File: src/rtl/neocore_pkg.sv
// ============================================================================
//  Module      : neocore_pkg
//  Description : Shared types for the ALU writeback stage: FSM state encoding
//                and the packed queue entry carrying one ALU result.
//  Revision    : 1.0 - initial release
// ============================================================================
`default_nettype none

package neocore_pkg;

   // Register address width carried inside a queue entry
   localparam int ENTRY_ADDR_W = 4;
   // Register-file data width; a wide result is two of these
   localparam int RF_DATA_W    = 16;

   typedef enum logic [1:0] {
      WB_IDLE = 2'd0,
      WB_LO   = 2'd1,
      WB_HI   = 2'd2
   } wb_state_e;

   typedef struct packed {
      logic [2*RF_DATA_W-1:0]  result;
      logic                    z;
      logic                    v;
      logic [ENTRY_ADDR_W-1:0] rd;
      logic [ENTRY_ADDR_W-1:0] rd2;
      logic                    wide;
      logic                    flags_en;
   } wb_entry_t;

endpackage

`default_nettype wire

File: src/rtl/wb_fifo.sv
// ============================================================================
//  Module      : wb_fifo
//  Description : Synchronous FIFO of wb_entry_t. Pointers carry an extra wrap
//                bit so full and empty fall out of a single pointer compare.
//  Revision    : 1.0 - initial release
// ============================================================================
`default_nettype none

module wb_fifo
   import neocore_pkg::*;
#(
   parameter int DEPTH = 2
) (
   input  logic      clk,
   input  logic      rst,
   input  logic      push,
   input  wb_entry_t push_data,
   input  logic      pop,
   output wb_entry_t head,
   output logic      full,
   output logic      empty
);

   localparam int IDX_W = (DEPTH > 1) ? $clog2(DEPTH) : 1;
   localparam int PTR_W = IDX_W + 1;

   wb_entry_t        mem [DEPTH];
   logic [PTR_W-1:0] wr_ptr;
   logic [PTR_W-1:0] rd_ptr;
   logic             do_push;
   logic             do_pop;

   // Same index, different wrap bit means the write pointer lapped the read pointer
   assign empty   = (wr_ptr == rd_ptr);
   assign full    = (wr_ptr[PTR_W-1] != rd_ptr[PTR_W-1]) &&
                    (wr_ptr[IDX_W-1:0] == rd_ptr[IDX_W-1:0]);
   // A simultaneous pop frees the slot, so a push is legal even when full
   assign do_push = push && (!full || pop);
   assign do_pop  = pop && !empty;
   assign head    = mem[rd_ptr[IDX_W-1:0]];

   // Pointer update; storage itself needs no reset
   always_ff @(posedge clk or posedge rst) begin
      if (rst) begin
         wr_ptr <= '0;
         rd_ptr <= '0;
      end else begin
         if (do_push) wr_ptr <= wr_ptr + PTR_W'(1);
         if (do_pop)  rd_ptr <= rd_ptr + PTR_W'(1);
      end
   end

   // Entry storage write
   always_ff @(posedge clk) begin
      if (do_push) mem[wr_ptr[IDX_W-1:0]] <= push_data;
   end

endmodule

`default_nettype wire

File: src/rtl/alu_writeback_stage.sv
// ============================================================================
//  Module      : alu_writeback_stage
//  Description : Queues ALU results and retires them into the register file
//                through one write port (wide results as low then high half).
//                Owns the Z/V flag register, the forwarding tap and the
//                retired-operation counter.
//  Revision    : 1.0 - initial release
// ============================================================================
`default_nettype none

module alu_writeback_stage
   import neocore_pkg::*;
#(
   parameter int REG_COUNT  = 16,
   parameter int ADDR_W     = 4,
   parameter int FIFO_DEPTH = 2
) (
   input  logic              clk,
   input  logic              rst,
   input  logic              ex_valid,
   output logic              ex_ready,
   input  logic [31:0]       ex_result,
   input  logic              ex_z,
   input  logic              ex_v,
   input  logic [ADDR_W-1:0] ex_rd,
   input  logic [ADDR_W-1:0] ex_rd2,
   input  logic              ex_wide,
   input  logic              ex_flags_en,
   output logic              rf_we,
   output logic [ADDR_W-1:0] rf_waddr,
   output logic [15:0]       rf_wdata,
   output logic              z_flag_q,
   output logic              v_flag_q,
   output logic              fwd_valid,
   output logic              busy,
   output logic [15:0]       retire_count
);

   // Queue entries carry register addresses at a fixed width
   if (ADDR_W != $clog2(REG_COUNT) || ADDR_W != ENTRY_ADDR_W) begin : g_bad_params
      $error("alu_writeback_stage: ADDR_W must equal clog2(REG_COUNT) and ENTRY_ADDR_W");
   end

   wb_state_e   state_q;
   wb_state_e   state_d;
   wb_entry_t   hold_q;
   wb_entry_t   q_head;
   wb_entry_t   push_entry;
   logic        q_full;
   logic        q_empty;
   logic        q_push;
   logic        q_pop;
   logic        final_wr;
   logic        flag_ld;
   logic [15:0] retire_count_q;

   assign ex_ready = !q_full;
   assign q_push   = ex_valid && ex_ready;

   assign push_entry.result   = ex_result;
   assign push_entry.z        = ex_z;
   assign push_entry.v        = ex_v;
   assign push_entry.rd       = ex_rd;
   assign push_entry.rd2      = ex_rd2;
   assign push_entry.wide     = ex_wide;
   assign push_entry.flags_en = ex_flags_en;

   wb_fifo #(
      .DEPTH     (FIFO_DEPTH)
   ) u_fifo (
      .clk       (clk),
      .rst       (rst),
      .push      (q_push),
      .push_data (push_entry),
      .pop       (q_pop),
      .head      (q_head),
      .full      (q_full),
      .empty     (q_empty)
   );

   // Next state, queue pop and register-file write port driven from the held entry
   always_comb begin
      state_d  = state_q;
      q_pop    = 1'b0;
      rf_we    = 1'b0;
      rf_waddr = '0;
      rf_wdata = '0;
      final_wr = 1'b0;
      flag_ld  = 1'b0;
      case (state_q)
         WB_IDLE: begin
            if (!q_empty) begin
               q_pop   = 1'b1;
               state_d = WB_LO;
            end
         end
         WB_LO: begin
            rf_we    = 1'b1;
            rf_waddr = hold_q.rd;
            rf_wdata = hold_q.result[15:0];
            flag_ld  = hold_q.flags_en;
            if (hold_q.wide) begin
               state_d = WB_HI;
            end else begin
               final_wr = 1'b1;
               if (!q_empty) begin
                  q_pop   = 1'b1;
                  state_d = WB_LO;
               end else begin
                  state_d = WB_IDLE;
               end
            end
         end
         WB_HI: begin
            rf_we    = 1'b1;
            rf_waddr = hold_q.rd2;
            rf_wdata = hold_q.result[31:16];
            final_wr = 1'b1;
            if (!q_empty) begin
               q_pop   = 1'b1;
               state_d = WB_LO;
            end else begin
               state_d = WB_IDLE;
            end
         end
         default: state_d = WB_IDLE;
      endcase
   end

   // State register and holding register, loaded from the queue head on pop
   always_ff @(posedge clk or posedge rst) begin
      if (rst) begin
         state_q <= WB_IDLE;
         hold_q  <= '0;
      end else begin
         state_q <= state_d;
         if (q_pop) hold_q <= q_head;
      end
   end

   // Architectural flags (copied verbatim from the ALU) and retired-op counter
   always_ff @(posedge clk or posedge rst) begin
      if (rst) begin
         z_flag_q       <= 1'b0;
         v_flag_q       <= 1'b0;
         retire_count_q <= '0;
      end else begin
         if (flag_ld) begin
            z_flag_q <= hold_q.z;
            v_flag_q <= hold_q.v;
         end
         if (final_wr) retire_count_q <= retire_count_q + 16'd1;
      end
   end

   assign retire_count = retire_count_q;
   assign fwd_valid    = rf_we;
   assign busy         = !q_empty || (state_q != WB_IDLE);

endmodule

`default_nettype wire
File: config.mk
export PLATFORM = sky130hd
export DESIGN_NAME = alu_writeback_stage
export DESIGN_NICKNAME = d
export VERILOG_FILES = /design/src/rtl/neocore_pkg.sv /design/src/rtl/wb_fifo.sv /design/src/rtl/alu_writeback_stage.sv
export SDC_FILE = /design/constraint.sdc
export NUM_CORES = 1
export LEC_CHECK = 0
export BUFFER_PORTS_ARGS = -buffer_cell sky130_fd_sc_hd__buf_2
export CORE_ASPECT_RATIO = 0.8
export CORE_MARGIN = 3
export CORE_UTILIZATION = 33
export CTS_CLUSTER_DIAMETER = 100
export CTS_CLUSTER_SIZE = 8
export DETAILED_ROUTE_END_ITERATION = 8
export HOLD_SLACK_MARGIN = 0.1
export SLEW_MARGIN = 20
export SYNTH_ARGS = -nofsm -noshare
export SYNTH_HDL_FRONTEND = slang
export SYNTH_SLANG_ARGS = --single-unit
File: constraint.sdc
create_clock -name clk -period 3.5 [get_ports clk]
set_input_delay 0.175 -clock clk [delete_from_list [all_inputs] [get_ports clk]]
set_output_delay 0.175 -clock clk [all_outputs]
set_load 0.02 [all_outputs]
* Word-level counts from Yosys, hierarchy flattened *
Memories as Yosys holds them, arrays and structs flattened. A register that Yosys moved wholly into a read port is not among the register bits.
Cells that the tools add are included.

storage, ports and cells
  flip-flop bits (word level) = 24
  bits in writable memories = 88
  output and inout port bits = 42
  word-level logic and storage cells = 43
  memories = 1

memory list
  memory      words  width  read ports  clocked after memory_dff  write ports  RTL line       text
  u_fifo.mem  2      44     1           1                         1            wb_fifo.sv:27  wb_entry_t mem [DEPTH];

operators by class
  add/sub/neg operators = 3
  equality and inequality tests = 6
  muxes and demuxes = 15
  reduce and logical (&&, ||, !) cells = 12

operators by type and width
  operator                                              count
  one-hot mux 16 bit (2 select lines)                   1
  adder 16 x 1 -> 16 bit (second input constant)        1
  two-way mux 1 bit                                     8
  one-hot mux 4 bit (2 select lines)                    1
  one-hot mux 2 bit (3 select lines)                    1
  adder 2 x 1 -> 2 bit (second input constant)          2
  logical AND 1 bit                                     4
  two-way mux 2 bit                                     2
  one-hot mux 1 bit (2 select lines)                    2
  OR reduction 2 bit                                    2
  equality test 2 x 1 -> 1 bit (second input constant)  1
  equality test 2 bit                                   1
  equality test 2 bit (second input constant)           1
  zero test 1 bit                                       2
  zero test 2 bit                                       1
  logical OR 1 bit                                      2
  != test 2 bit (second input constant)                 1
  nonzero test 2 bit                                    1
  equality test 1 bit                                   1
  != test 1 bit                                         1

* Logic depth before layout (Yosys ltp) *
  depth after elaboration = 8
  mapped depth = 7

* Modules after synthesis *
Synthesis repeated with hierarchy kept, for this count alone.

unflattened totals
  cell total of the unflattened synthesis = 403
  area, all modules = 6394.9 um^2

modules (own cells, without submodules)
  module               instances  cells each  area an instance (um^2)  sequential area each (um^2)
  wb_fifo              1          167         3430.8                   2742.6
  alu_writeback_stage  1          236         2964.1                   1601.5

* Worst setup path before layout *
No wires, ideal clock.

  path type = register -> register
  start = reg u_fifo.rd_ptr[1]
  end = mem u_fifo.mem[0][0] (netlist name), enable pin
  arrival time = 2.763 ns
  data required time = 3.055 ns
  path slack = 0.292 ns
  stages on the path, launching flop included = 5
  buffers on the path = 0
  period minus slack after synthesis = 3.208 ns
  cells stage by stage = dfrtp_1 xor2_1 nand2_1 nand2_1 nor2_1

on the way
  elaborated cells on any way between the ends = 12
  classes of those cells = eq/ne (2); mux (5); reduce/logical (5)

RTL lines
  element                                                       RTL line                                  text
  start, declared                                               wb_fifo.sv:29                             logic [PTR_W-1:0] rd_ptr;
  start signal, assigned                                        wb_fifo.sv:49                             if (do_pop) rd_ptr <= rd_ptr + PTR_W'(1);
  != test 1 bit (*)                                             wb_fifo.sv:35                             assign full = (wr_ptr[PTR_W-1] != rd_ptr[PTR_W-1]) &&
  logical AND 1 bit (*)                                         wb_fifo.sv:35
  zero test 1 bit (*)                                           alu_writeback_stage.sv:57                 assign ex_ready = !q_full;
  via ex_ready                                                  alu_writeback_stage.sv:21                 output logic ex_ready,
  logical AND 1 bit / logical OR 1 bit (equally long branches)  alu_writeback_stage.sv:58, wb_fifo.sv:38
  logical AND 1 bit (*)                                         wb_fifo.sv:38                             assign do_push = push && (!full || pop);
  two-way mux 1 bit (*)                                         wb_fifo.sv:55                             if (do_push) mem[wr_ptr[IDX_W-1:0]] <= push_data;
  two-way mux 1 bit (not written as such) (*)                   wb_fifo.sv:55
  end, declared                                                 wb_fifo.sv:27

Mark *: on every way through the listed nets, which the timed path passes. The rest lies on a longest branch.

* Worst setup path in the final report *
  start = reg state_q[1]
  end = reg hold_q[8] (netlist name)

on the way
  word-level cells in the longest chain between the ends = 3
  elaborated cells on any way between the ends = 5
  classes of those cells = eq/ne (2); mux (1); reduce/logical (2)

ends and longest elaborated chain
  element                                                        RTL line                    text
  start, declared                                                alu_writeback_stage.sv:44   wb_state_e state_q;
  start signal, assigned                                         alu_writeback_stage.sv:136  state_q <= state_d;
  equality test 2 bit / zero test 2 bit (equally long branches)  alu_writeback_stage.sv:90   case (state_q)
  OR reduction 2 bit (no line)                                   --
  one-hot mux 1 bit (2 select lines) (*)                         alu_writeback_stage.sv:90

Mark *: on every way between the ends. The rest lies on a longest branch, timed or not.
A chain may end at the register's enable or synchronous reset.

==> results.py <==
metrics = {
    "timing": {
        "timing_hold_violations_final": 0,
        "rsz0062_at_grt": "false",
        "finalCriticalPeriod_ns": 2.320,
        "timing.final.max_slew_violations": 0,
        "setup_viol": 0,
        "tightestPinTransition_ns": 0.9352,
        "max_freq_ghz": 0.4310,
        "totalNegativeSetupSlack_ns": 0,
        "fin_skew_ns": 0.009932,
        "finalCritPeriodShare_pct": 66.29,
        "slew_headroom_pct": 37.65,
        "post-route-worst-setup-slack_ns": 1.180,
    },
    "synth": {
        "yosys.area_share.xor_xnor_pct": 2.848,
        "ys_seq_elements": 156,
        "synth-seq-area-share_pct": 67.26,
        "async_reset_ff_share_pct": 43.59,
        "synth_cells": 374,
        "synthDistinctLibCells": 30,
        "number_of_nets_produced_by_synthesis": 426,
        "share_of_synthesized_cell_area_in_full_adder_half_adder_and_majority_cells_pct": 0.9686,
        "ys.flop_type": "sky130_fd_sc_hd__edfxtp_1",
        "synth-edff-count": 88,
        "synth_compound_area_share_pct": 3.216,
        "multiplexer_share_of_the_synthesized_area_pct": 18.29,
        "post_synth.cell_area_avg_sq_um": 17.27,
        "netlist_area_sq_mm": 0.006459,
        "yosys.area_share.simple_pct": 5.095,
        "ys_warns": 0,
        "largest_family_of_logic_cells_by_synthesized_area": "multiplexers",
    },
    "floorplan": {
        "die-area_sq_mm": 0.02130,
        "floorplan.initialDensity_pct": 33.84,
        "design.core.area_sq_mm": 0.01909,
        "boundaryPins": 89,
        "std_cell_rows": 45,
        "die_width_um": 162.4,
        "die_y_um": 131.1,
    },
    "clock_tree": {
        "cts_num_sinks": 156,
        "max-clock-path-buffers": 2,
        "ctsRootBufferMaster": "sky130_fd_sc_hd__clkbuf_16",
        "insertion_delay_ns": 0.42,
        "cts_tree": "built",
        "cts_htree_levels": 4,
        "cts.clk_slew.worst_paths_ns": 0.06,
        "postCtsSetupBuffers": 0,
        "post_cts_resize_count": 0,
        "numCtsBuffers": 17,
    },
    "global_routing": {
        "grt_first_pass_wirelength_um": 20980,
        "grtUsageTotal_pct": 12.82,
        "grt_remaining_overflow": 0,
        "first_global_vias": 3864,
        "antenna_found_initial": 0,
        "grt_start_max_net_pins": 53,
    },
    "finish": {
        "nNetsFinal": 572,
        "layout.cells.non_filler": 791,
        "layout.filler_cells": 1724,
        "layout_overhead_on_the_synthesized_area_pct": 27.06,
        "layout-drive-gt1-share_pct": 42.40,
        "insertedDiodeCount": 0,
    },
    "critical_path": {
        "setup.worst_path.start_class": "flip-flop",
        "worst-endpoint-required_ns": 3.80,
        "crit_type": "flip-flop to flip-flop",
        "arrival_ns": 2.62,
        "worst-path-max-fanout": 25,
        "crit_end_category": "flip-flop",
    },
    "hold_path": {
        "worst_hold_path_type": "input port to flip-flop",
    },
    "status": {
        "outcome": "finished, final reports clean",
    },
    "power": {
        "max-vdd-ir-drop_mv": 0.4697,
        "cellLeakagePower_nw": 3.386,
        "power_density_mw_per_mm2": 992.9,
    },
    "routing": {
        "wl_per_cell_um": 16.41,
        "dr_total_vias": 3568,
        "vias_per_cell": 4.511,
        "dr.pass1.iters": 4,
        "total_wirelength_of_the_detailed_routed_design_um": 12980,
        "post-route-drc-count": 0,
        "route.antenna.remaining_nets": 0,
        "drt_iter0_markers": 153,
    },
    "job": {
        "max-cap-violations": 0,
    },
    "place": {
        "placement.setup.worst_slack_ns": 1.168,
        "gp_routability_congestion": 0.7105,
        "placedCellCount": 714,
        "dpl.hpwl_um": 8429,
        "io_buffer_count": 88,
    },
}
[routing by layer]
| layer | vias up | routed length, um | part of all wire (%) | global-route usage (%) |
|---|---|---|---|---|
| met1 | 1799 | 6160 | 47 | 17.27 |
| met2 | 86 | 6127 | 47 | 19.93 |
| met5 | - | 0 | 0 | 0 |
| met3 | 8 | 576 | 4.4 | 4.003 |
| met4 | 0 | 119 | 0.92 | 3.837 |
| li1 | 1675 | - | - | - |
[worst max-delay path: stages, from the launching register on]
cell	delay (ns)
sky130_fd_sc_hd__dfrtp_1	0.40
sky130_fd_sc_hd__inv_1	0.12
sky130_fd_sc_hd__ha_1	0.18
sky130_fd_sc_hd__nor2b_4	0.22
sky130_fd_sc_hd__o31ai_4	0.11
sky130_fd_sc_hd__nor2_8	0.48
sky130_fd_sc_hd__buf_4	0.34
sky130_fd_sc_hd__mux2_2	0.35
[report_power, final]
| part | internal (mW) | switching (mW) | leakage, nW |
|---|---|---|---|
| clock network | 1.05 | 0.713 | 0.272 |
| registers | 2.70 | 0.297 | 1.64 |
| logic | 1.74 | 1.64 | 1.47 |
[path summary, 6_finish.rpt]
check	cells after the start	slack, ns	endpoint	startpoint
setup / recovery	7	1.18	hold_q[8]	state_q[1]
hold / removal	3	0.13	u_fifo.wr_ptr[0]	ex_valid
setup reg to reg	7	1.18	hold_q[8]	state_q[1]
hold reg to reg	1	0.46	retire_count[15]	retire_count[15]
max in group asynchronous	4	2.23	u_fifo.rd_ptr[0]	rst
min in group asynchronous	3	0.48	retire_count[11]	rst
[cell families after synthesis]
| group | count (synthesis) |
|---|---|
| compound gates | 25 |
| flops | 156 |
| xor+xnor | 21 |
| mux | 92 |
| buf+inv | 21 |
| fa+ha+maj | 5 |
| simple gates | 54 |
[cells in the final DEF, fill, tap and decap left out, types with 8 or more instances in the layout]
cell type                       netlist  routed
sky130_fd_sc_hd__nand2_1              8       8
sky130_fd_sc_hd__clkbuf_16            0      20
sky130_fd_sc_hd__mux2_2              52      52
sky130_fd_sc_hd__mux2_4              39      39
sky130_fd_sc_hd__dfrtp_1             68      67
sky130_fd_sc_hd__xnor2_1             10      10
sky130_fd_sc_hd__nor2b_1             20      20
sky130_fd_sc_hd__edfxtp_1            88      88
sky130_fd_sc_hd__a22oi_1             20      20
sky130_fd_sc_hd__dlygate4sd3_1        0      45
sky130_fd_sc_hd__xor2_1              11      11
sky130_fd_sc_hd__buf_4                1      10
sky130_fd_sc_hd__buf_2                2      88
[flip-flops by register name (all words and copies together), names as in the netlist]
| register | cells |
|---|---|
| state_q | 2 |
| z_flag_q | 1 |
| retire_count | 16 |
| u_fifo.rd_ptr | 2 |
| hold_q | 44 |
| u_fifo.mem | 88 |
| u_fifo.wr_ptr | 2 |
| v_flag_q | 1 |
[timing repair]
| action | in CTS | in global routing |
|---|---|---|
| hold endpoints to repair | 139 | 0 |
| endpoints found under the setup margin | 0 | 0 |
| hold buffers | 45 | 0 |
[cells in the mapped netlist (2+ instances only)]
master	instances	area [sq um]
sky130_fd_sc_hd__a22oi_1	20	150.1
sky130_fd_sc_hd__and3_1	3	18.77
sky130_fd_sc_hd__and4_1	2	17.52
sky130_fd_sc_hd__buf_12	4	80.08
sky130_fd_sc_hd__buf_2	2	10.01
sky130_fd_sc_hd__clkbuf_1	9	33.78
sky130_fd_sc_hd__dfrtp_1	68	1702
sky130_fd_sc_hd__edfxtp_1	88	2643
sky130_fd_sc_hd__ha_1	5	62.56
sky130_fd_sc_hd__inv_1	5	18.77
sky130_fd_sc_hd__mux2_2	52	585.6
sky130_fd_sc_hd__mux2_4	39	585.6
sky130_fd_sc_hd__nand2_1	8	30.03
sky130_fd_sc_hd__nand3_1	6	30.03
sky130_fd_sc_hd__nand4_1	3	18.77
sky130_fd_sc_hd__nor2_1	5	18.77
sky130_fd_sc_hd__nor2b_1	20	125.1
sky130_fd_sc_hd__nor2b_4	2	27.53
sky130_fd_sc_hd__nor3_1	3	15.01
sky130_fd_sc_hd__xnor2_1	10	87.58
sky130_fd_sc_hd__xor2_1	11	96.34
[through the flow]
step | cell area, sq um | total power, mW | utilization [%] | hold slack [ns]
finish | 8207 | 8.148 | 43.00 | 0.1310
global route | 8207 | 8.620 | 43.00 | 0.1415
CTS | 8207 | 8.261 | 43.00 | 0.1088
detailed placement | 7177 | 6.431 | 37.60 | 0.3664
global placement | 7177 | 6.324 | 37.60 | 0.3638
floorplan | 6459 | 5.812 | - | 0.2739
[final cells by class]
cell class,count,area [sq um],share of cell area (%)
flip-flops and latches,156,4345,52.95
multi-input cells,197,1973,24.04
repair buffers,143,965.9,11.77
clock buffers,24,525.5,6.403
well taps,258,322.8,3.934
clock inverters,8,53.80,0.6556
inverters,5,20.02,0.2439
Note: power is estimated with default switching activity, not from simulation.
